File: src/rtl/bin_mac_pkg.sv
// Shared definitions for the sequential binary-input neuron MAC.
//   state_e   : controller states
//   DEF_W     : default operand / result width
//   DEF_SAT   : default symmetric clamp magnitude
//   params_ok : elaboration-time legality check of the parameter set
package bin_mac_pkg;

    typedef enum logic [1:0] {IDLE, ACC, BIAS, DONE} state_e;

    localparam int unsigned DEF_W   = 10;
    localparam int unsigned DEF_SAT = 255;

    // SAT must be representable as a positive W-bit value; LANES must split N_IN evenly.
    function automatic bit params_ok(int unsigned n_in, int unsigned w, int unsigned sat,
                                     int unsigned lanes);
        bit ok;
        ok = 1'b1;
        if (lanes == 0 || n_in == 0) ok = 1'b0;
        else if ((n_in % lanes) != 0) ok = 1'b0;
        if (w < 2 || w > 31) ok = 1'b0;
        else if (sat > ((32'd1 << (w - 1)) - 32'd1)) ok = 1'b0;
        return ok;
    endfunction

endpackage

File: src/rtl/bin_mac_seq_sat_add.sv
// Combinational W-bit signed add with symmetric clamp to [-SAT, +SAT].
//   i_a, i_b : signed operands
//   o_sum    : clamped sum
//   o_sat    : high when the clamp changed the result
module sat_add
    import bin_mac_pkg::*;
#(
    parameter int unsigned W   = DEF_W,
    parameter int unsigned SAT = DEF_SAT
) (
    input  logic [W-1:0] i_a,
    input  logic [W-1:0] i_b,
    output logic [W-1:0] o_sum,
    output logic         o_sat
);

    logic signed [W:0] w_ext;
    logic signed [W:0] w_pos;
    logic signed [W:0] w_neg;

    // One extra bit so the raw sum cannot wrap before the comparison.
    assign w_ext = $signed({i_a[W-1], i_a}) + $signed({i_b[W-1], i_b});
    assign w_pos = (W+1)'(SAT);
    assign w_neg = -w_pos;

    always_comb begin
        o_sum = w_ext[W-1:0];
        o_sat = 1'b0;
        if (w_ext > w_pos) begin
            o_sum = w_pos[W-1:0];
            o_sat = 1'b1;
        end else if (w_ext < w_neg) begin
            o_sum = w_neg[W-1:0];
            o_sat = 1'b1;
        end
    end

endmodule

File: src/rtl/bin_mac_seq.sv
// Sequential binary-input neuron MAC.
//   clk, reset                : clock and synchronous active-high reset
//   start_valid / start_ready : operand handshake (ready only while idle)
//   in_bits, ws, bias, relu_en: activation bits, packed signed weights, bias, ReLU enable
//   out_valid / out_ready     : result handshake
//   mac_out, sat_flag         : signed result and sticky clamp indication
//   busy                      : operation in progress
module bin_mac_seq
    import bin_mac_pkg::*;
#(
    parameter int unsigned N_IN  = 16,
    parameter int unsigned W     = DEF_W,
    parameter int unsigned SAT   = DEF_SAT,
    parameter int unsigned LANES = 1
) (
    input  logic              clk,
    input  logic              reset,
    input  logic              start_valid,
    output logic              start_ready,
    input  logic [N_IN-1:0]   in_bits,
    input  logic [N_IN*W-1:0] ws,
    input  logic [W-1:0]      bias,
    input  logic              relu_en,
    output logic              out_valid,
    input  logic              out_ready,
    output logic [W-1:0]      mac_out,
    output logic              sat_flag,
    output logic              busy
);

    localparam int unsigned IDX_W = (N_IN > 1) ? $clog2(N_IN) : 1;
    localparam logic [IDX_W-1:0] IDX_INIT = IDX_W'(N_IN - 1);
    localparam logic [IDX_W-1:0] IDX_LAST = IDX_W'(LANES - 1);

    if (!params_ok(N_IN, W, SAT, LANES)) begin : g_bad_params
        $error("bin_mac_seq: illegal N_IN/W/SAT/LANES combination");
    end

    state_e              r_state, w_state_next;
    logic [N_IN-1:0]     r_bits;
    logic [N_IN*W-1:0]   r_ws;
    logic [W-1:0]        r_bias;
    logic                r_relu;
    logic [W-1:0]        r_acc;
    logic [IDX_W-1:0]    r_idx;
    logic [W-1:0]        r_mac;
    logic                r_sat;

    logic [W-1:0]        w_chain [LANES+1];
    logic [LANES-1:0]    w_lane_sat;
    logic [W-1:0]        w_bias_sum;
    logic                w_bias_sat;
    logic [W-1:0]        w_bias_res;

    // Lane 0 handles the highest index; each lane clamps before feeding the next,
    // so saturation order matches a strictly sequential MSB-first walk.
    assign w_chain[0] = r_acc;

    for (genvar l = 0; l < LANES; l++) begin : g_lane
        logic [IDX_W-1:0] w_lidx;
        logic [W-1:0]     w_wt;
        logic [W-1:0]     w_sum;
        logic             w_sat;

        assign w_lidx = r_idx - IDX_W'(l);
        assign w_wt   = r_ws[int'(w_lidx)*W +: W];

        sat_add #(.W(W), .SAT(SAT)) u_add (
            .i_a   (w_chain[l]),
            .i_b   (w_wt),
            .o_sum (w_sum),
            .o_sat (w_sat)
        );

        assign w_chain[l+1]  = r_bits[w_lidx] ? w_sum : w_chain[l];
        assign w_lane_sat[l] = r_bits[w_lidx] & w_sat;
    end

    sat_add #(.W(W), .SAT(SAT)) u_bias_add (
        .i_a   (r_acc),
        .i_b   (r_bias),
        .o_sum (w_bias_sum),
        .o_sat (w_bias_sat)
    );

    // ReLU zeroing is not a clamp event and leaves sat_flag alone.
    assign w_bias_res = (r_relu && w_bias_sum[W-1]) ? '0 : w_bias_sum;

    // State register
    always_ff @(posedge clk) begin
        if (reset) r_state <= IDLE;
        else       r_state <= w_state_next;
    end

    // Next-state logic
    always_comb begin
        w_state_next = r_state;
        case (r_state)
            IDLE:    if (start_valid) w_state_next = ACC;
            ACC:     if (r_idx == IDX_LAST) w_state_next = BIAS;
            BIAS:    w_state_next = DONE;
            DONE:    if (out_ready) w_state_next = IDLE;
            default: w_state_next = IDLE;
        endcase
    end

    // Output decode
    always_comb begin
        start_ready = 1'b0;
        out_valid   = 1'b0;
        busy        = 1'b1;
        case (r_state)
            IDLE: begin
                start_ready = 1'b1;
                busy        = 1'b0;
            end
            DONE:    out_valid = 1'b1;
            default: ;
        endcase
    end

    // Datapath registers
    always_ff @(posedge clk) begin
        if (reset) begin
            r_bits <= '0;
            r_ws   <= '0;
            r_bias <= '0;
            r_relu <= 1'b0;
            r_acc  <= '0;
            r_idx  <= IDX_INIT;
            r_mac  <= '0;
            r_sat  <= 1'b0;
        end else begin
            case (r_state)
                IDLE: begin
                    if (start_valid) begin
                        r_bits <= in_bits;
                        r_ws   <= ws;
                        r_bias <= bias;
                        r_relu <= relu_en;
                        r_acc  <= '0;
                        r_idx  <= IDX_INIT;
                        r_sat  <= 1'b0;
                    end
                end
                ACC: begin
                    r_acc <= w_chain[LANES];
                    r_sat <= r_sat | (|w_lane_sat);
                    r_idx <= r_idx - IDX_W'(LANES);
                end
                BIAS: begin
                    r_mac <= w_bias_res;
                    r_sat <= r_sat | w_bias_sat;
                end
                default: ;
            endcase
        end
    end

    assign mac_out  = r_mac;
    assign sat_flag = r_sat;

endmodule

File: config.mk
export PLATFORM = sky130hd
export DESIGN_NAME = bin_mac_seq
export DESIGN_NICKNAME = d
export VERILOG_FILES = /design/src/rtl/bin_mac_pkg.sv /design/src/rtl/bin_mac_seq_sat_add.sv /design/src/rtl/bin_mac_seq.sv
export SDC_FILE = /design/constraint.sdc
export NUM_CORES = 1
export LEC_CHECK = 0
export ABC_AREA = 1
export BUFFER_PORTS_ARGS = -buffer_cell sky130_fd_sc_hd__buf_4
export CAP_MARGIN = 20
export CORE_ASPECT_RATIO = 0.75
export CORE_MARGIN = 2
export CORE_UTILIZATION = 40
export DETAILED_ROUTE_END_ITERATION = 8
export PLACE_DENSITY = 0.61
export SYNTH_ARGS = -nofsm -noshare
export SYNTH_HDL_FRONTEND = slang
export SYNTH_HIERARCHICAL = 1
export SYNTH_SLANG_ARGS = --single-unit
File: constraint.sdc
create_clock -name clk -period 7.95 [get_ports clk]
set_clock_uncertainty 0.05 [all_clocks]
set_input_delay 1.1925 -clock clk [delete_from_list [all_inputs] [get_ports clk]]
set_output_delay 1.1925 -clock clk [all_outputs]
set_load 0.01 [all_outputs]
# Word level (Yosys, flattened, before mapping)
# Index checks and enable logic that the tools add are counted.
[op_classes]
n_lt_le_gt_ge = 5
multipliers = 1
muxes = 25
reduce_logical = 10
bitwise_logic = 3
shifts = 1
n_eq_ne = 7
n_addsub = 3
[op_table]
columns = ["cell", "count"]
rows = [
  ["$shiftx A160 B9 Y10", 1],
  ["$mux W10", 7],
  ["$add A10 B10 Y11", 2],
  ["$gt A11 B9 Y1 const B", 2],
  ["$lt A11 B9 Y1 const B", 2],
  ["$pmux W10 S2", 1],
  ["$mux W1", 9],
  ["$ne A2 B2 Y1 const B", 4],
  ["$pmux W2 S4", 1],
  ["$pmux W4 S2", 1],
  ["$mul A4 B3 Y7 const B", 1],
  ["$mux W2", 3],
  ["$reduce_and A2 Y1", 3],
  ["$reduce_and A3 Y1", 2],
  ["$lt A4 B5 Y1 const B", 1],
  ["$bmux W1 S4", 1],
  ["$eq A2 B2 Y1 const B", 2],
  ["$logic_not A4 Y1", 1],
  ["$mux W4", 1],
  ["$sub A4 B1 Y4 const B", 1],
  ["$pmux W1 S3", 1],
  ["$reduce_bool A3 Y1", 1],
  ["$eq A2 B1 Y1 const B", 1],
  ["$logic_not A2 Y1", 1],
  ["other kinds (4)", 5],
]
[totals]
out_inout_bits = 14
ff_bits = 214
wordCells = 64
inputBits = 191

# Longest topological paths before layout
[depth]
depth_word = 9
ltp_mapped = 27
ltp_nobuf = 25

# Modules after synthesis
# Netlist, hierarchy kept.
[modules_own_cells]
columns = ["module", "cells_each", "area_each_um2", "instances"]
rows = [
  ["bin_mac_seq", 1263, 9042.4, 1],
  ["sat_add (g_lane[0].u_add)", 139, 747.0, 1],
  ["sat_add (u_bias_add)", 137, 737.0, 1],
]

# Least setup slack after synthesis
# OpenSTA, ideal clock, no wires.
[synth_timing]
path_type = "register to register"
start = "register r_idx[0]"
end = "register r_sat (netlist: sat_flag)"
path_buffers = 2
period_less_slack_ps = 3052
arrival_time_ps = 2932
path_stages_with_launch = 28
slack_ps = 4898
setup_time_ps = 70
cell_sequence = "dfxtp_1 > inv_2 > buf_4 > clkbuf_1 > o21ai_0 > o221ai_1 > nand3_1 > nand2_1 > ha_1 > inv_1 > fa_1 > inv_1 > nand2_1 > nand2_1 > nand3_1 > nand2_1 > nand3_1 > nor2_1 > nand3_1 > nand2_2 > nand2_4 > nand2_1 > inv_1 > nor2_1 > nand2_1 > nand2_1 > nand2_1 > a21oi_1"
[synth_via]
elab_chain_cells = 9
word_cells_on_any_way = 12
classes_between = "add/sub: 1; mul: 1; order compare: 2; shift: 1; mux: 5; bitwise: 2"
[synth_lines]
columns = ["item", "line_no", "text"]
rows = [
  ["from (decl)", "bin_mac_seq.sv:45", "logic [IDX_W-1:0] r_idx;"],
  ["from (signal assigned)", "bin_mac_seq.sv:149", "r_idx <= r_idx - IDX_W'(LANES);"],
  ["$mul A4 B3 Y7 *", "bin_mac_seq.sv:66", "assign w_wt = r_ws[int'(w_lidx)*W +: W];"],
  ["$shiftx A160 B9 Y10 *", "bin_mac_seq.sv:66", ""],
  ["net g_lane[0].w_wt[0]", "bin_mac_seq.sv:61", "logic [W-1:0] w_wt;"],
  ["$add A10 B10 Y11 *", "bin_mac_seq_sat_add.sv:22", "assign w_ext = $signed({i_a[W-1], i_a}) + $signed({i_b[W-1], i_b});"],
  ["$lt A11 B9 Y1", "bin_mac_seq_sat_add.sv:32", "end else if (w_ext < w_neg) begin"],
  ["$mux W1", "bin_mac_seq_sat_add.sv:32", ""],
  ["$mux W1 *", "bin_mac_seq_sat_add.sv:29", "if (w_ext > w_pos) begin"],
  ["net g_lane[0].w_sat", "bin_mac_seq.sv:63", "logic w_sat;"],
  ["$and A1 B1 Y1 *", "bin_mac_seq.sv:76", "assign w_lane_sat[l] = r_bits[w_lidx] & w_sat;"],
  ["$or A1 B1 Y1 *", "bin_mac_seq.sv:148", "r_sat <= r_sat | (|w_lane_sat);"],
  ["$pmux W1 S3 *", "bin_mac_seq.sv:134", "case (r_state)"],
  ["to (signal assigned)", "bin_mac_seq.sv:148", ""],
  ["to (signal assigned)", "bin_mac_seq.sv:153", "r_sat <= r_sat | w_bias_sat;"],
  ["to (decl)", "bin_mac_seq.sv:47", "logic r_sat;"],
]
# Mark *: on every way through the listed nets, which the timed path passes. The rest lies on a longest branch. The select of a mux whose other input is x is not followed.
# A chain may end at the register's enable or synchronous reset.

# Worst setup path in the final report
# Ends and elaborated chain as after synthesis.

==> out/qor.csv <==
stage;metric;value;unit
status;outcome;complete, no violations;
logic_synthesis;ys_ff_latch;214;
place;gp_congestion;0.8872;
route;wl_per_cell;16.29;um
sta;fin_crit_sh;0.5645;
cts;cts_buffers;23;
power;p_per_area;357.9;nW/um2
worst_hold_path;worst_hold_path_type;reg -> reg;
die;io_pins;205;
cts;cts_tree;built;
logic_synthesis;ys.warnings.count;6;
finish;fill_cells;2700;
route;final_antenna_net_count;0;
setup_path;startpoint_type;flip-flop;
power;swShare;0.3998;
sta;tightest_slew;1096;ps
global_routing;grt.overflow.total;0;
cts;post_cts_resize_count;0;
cts;clk_path_buf_depth;3;
logic_synthesis;yosysSeqAreaShare;0.4070;
sta;hold_viol;0;
cts;cts_sinks;214;
power;leakage;5.847;nW
route;drc;0;
job;cap_violations;0;
finish;fin_area;12930;um2
finish;fin_cells;2031;
logic_synthesis;syn_nets;1757;
finish;nets;1889;
global_routing;grt_pass1_vias;9433;
route;drtIter0Drc;809;
place;dp.final_hpwl;23.59;mm
place;dpl_cell_area;12110;um2
die;initial_utilization;0.4063;
cts;htreeDepth;1;
power;p_switching;1.851;mW
cts;post_cts_buffers;0;
sta;fin_tns_setup;0;ps
sta;maxSlewHeadroom;0.2692;
die;die_area;27640;um2
setup_path;cp_max_fo;93;
die;die_y;144.5;um
global_routing;grt_max_degree;134;
setup_path;critPathKind;reg -> reg;
place;portBuffers;204;
logic_synthesis;syn_avg_cell_area;6.840;um2
finish;n_antenna_cell;0;
power;vdd_drop_max;227.3;uV
sta;setup_viol;0;
setup_path;cp.required;8290;ps
power;p_comb_frac;0.410;
power;clockPowerShare;0.255;
die;row_count;51;
route;viasPerCell;5.154;
place;dp.cells;1990;
logic_synthesis;synth_area_leader_cell;dfxtp_1;
logic_synthesis;synthCells;1539;
sta;timing.fmax;222.8;MHz
power;p_total;4.630;mW
route;firstDrtPassIters;5;
logic_synthesis;synthTopCellsByArea;dfxtp_1 (41%), nor2_1 (16%), o21ai_0 (13%);
sta;period_needed;4488;ps
power;p_int;2.779;mW
global_routing;grtUsageTotal;0.2339;
route;drt-total-wl;33.08;mm
cts;ctsRootBufferMaster;clkbuf_16;
cts;insertion_delay;500;ps
global_routing;antenna_found_initial;0;
logic_synthesis;synth_top_area_share;0.4070;
global_routing;grt_first_pass_wirelength;51.09;mm
power;p_seq_frac;0.335;
sta;hold_ws;405.9;ps
place;place_ws;3534;ps
cts;hold_buffers;0;
finish;syn2layout_area_growth;22.88;%
finish;drive_gt1_frac;0.1766;
sta;slew_viol_final;0;
setup_path;cp-end-kind;flip-flop;
logic_synthesis;synth_cell_type_count;35;
sta;worst_slack;3462;ps
route;vias;10470;
die;core_area;25910;um2
setup_path;crit_arrival;4830;ps
sta;rsz0062_at_grt;false;
die;die-width;191.3;um
cts;clk_pin_slew;60;ps
finish;final_util;0.4993;
logic_synthesis;syn_area;10530;um2
==> worst max-delay path, stage by stage (launching register included) <==
cell      delay (ps)
dfxtp_2          310
buf_4            360
inv_2            220
buf_4            640
o21ai_0          160
o221ai_1         240
nand3_1          230
nand2_1          130
ha_1             190
inv_1             90
fa_1             400
inv_1            120
nand2_1           60
nand2_1           90
nand3_1          140
nand2_1          120
nand2_2           70
nand2_2          100
nand2_2           80
nand2_4          120
nand2_1           60
inv_1             50
nor2_1            30
nand2_1          100
nand2_1           50
nand2_1           60
a21oi_1           50
==> power groups by stage <==
| stage | Sequential (mW) | Combinational, mW | Clock (mW) |
|---|---|---|---|
| 5_1_grt | 1.58 | 2.16 | 1.24 |
| 6_report | 1.55 | 1.90 | 1.18 |
| 3_5_place_dp | 1.57 | 1.89 | 0 |
| 3_3_place_gp | 1.57 | 1.87 | 0 |
| 2_1_floorplan | 1.52 | 1.42 | 0 |
| 4_1_cts | 1.55 | 1.90 | 1.20 |
==> placed cells by master (no fill, tap or decap), drive strengths merged, types with 8 or more instances in the layout <==
| cell | count |
|---|---|
| nor2 | 447 |
| o21ai | 276 |
| dfxtp | 214 |
| buf | 212 |
| nand2 | 183 |
| inv | 91 |
| nand3 | 63 |
| a21oi | 39 |
| o221ai | 30 |
| clkbuf | 27 |
| ha | 25 |
| o211ai | 21 |
| nand4 | 15 |
| o22ai | 10 |
| clkinv | 8 |
==> logic make-up (layout without fill, tap and decap cells) <==
| group | Yosys count | in the layout | synth area share |
|---|---|---|---|
| AO/OA/AOI/OAI | 380 | 380 | 0.1992 |
| XOR/XNOR | 2 | 2 | 0.001664 |
| adder cells (fa/ha/maj) | 27 | 27 | 0.03352 |
| buffers and inverters | 196 | 344 | 0.07524 |
| flip-flops | 214 | 214 | 0.4070 |
| AND/OR/NAND/NOR | 720 | 720 | 0.2834 |
==> path summary, 6_finish.rpt <==
check	from	end	slack [ps]	depth (start not counted)
min	r_bits[11]$_SDFFE_PP0P_	r_bits[11]$_SDFFE_PP0P_	410	2
max	r_idx[0]$_SDFFE_PP1P_	sat_flag$_SDFFE_PP0P_	3460	26
max reg2reg	r_idx[0]$_SDFFE_PP1P_	sat_flag$_SDFFE_PP0P_	3460	26
min reg2reg	r_bits[11]$_SDFFE_PP0P_	r_bits[11]$_SDFFE_PP0P_	410	2
==> flip-flops by register name, summed over array words and instances, names as in the netlist <==
register / count
r_ws: 160
r_bits: 16
mac_out: 10
r_acc: 10
r_bias: 10
r_idx: 4
r_state: 2
r_relu: 1
sat_flag: 1
==> area by class of cell <==
type / count / area [um2] / area share
well taps: 344 / 430.4 / 0.03328
inverters: 91 / 346.6 / 0.02679
repair buffers: 212 / 1592 / 0.1230
clock buffers: 27 / 600.6 / 0.04643
flip-flops and latches: 214 / 4287 / 0.3314
clock inverters: 14 / 224.0 / 0.01731
multi-input cells: 1129 / 5455 / 0.4217
==> synthesized netlist by cell type <==
master    instances
a211oi_1          1
xnor2_1           2
buf_4             1
buf_1             7
ha_1             25
nand4_1          15
nor2_2            4
nand2_1         159
fa_1              2
a22oi_1           1
clkbuf_1         80
o221ai_1         30
o211ai_1         21
dfxtp_1         214
a21oi_2           2
inv_2            10
or2_1             1
nor2_1          443
nand3b_1          5
o21bai_1          1
o21ai_0         274
inv_1            81
nor3_2            2
o22ai_1          10
o21a_1            1
nor3_1            4
nand3_4           2
nand2_4           4
o21ai_1           2
a21oi_1          37
buf_6             5
buf_2            12
nand2_2          20
nand3_2           2
nand3_1          59
==> layer usage <==
metal	vias up	routed length, um	track usage
li1	5337	-	-
met1	4805	16660	0.3537
met2	289	14010	0.3553
met3	36	1843	0.02791
met4	0	561	0.04696
met5	-	0	0
Power figures use the tool's default switching activity.
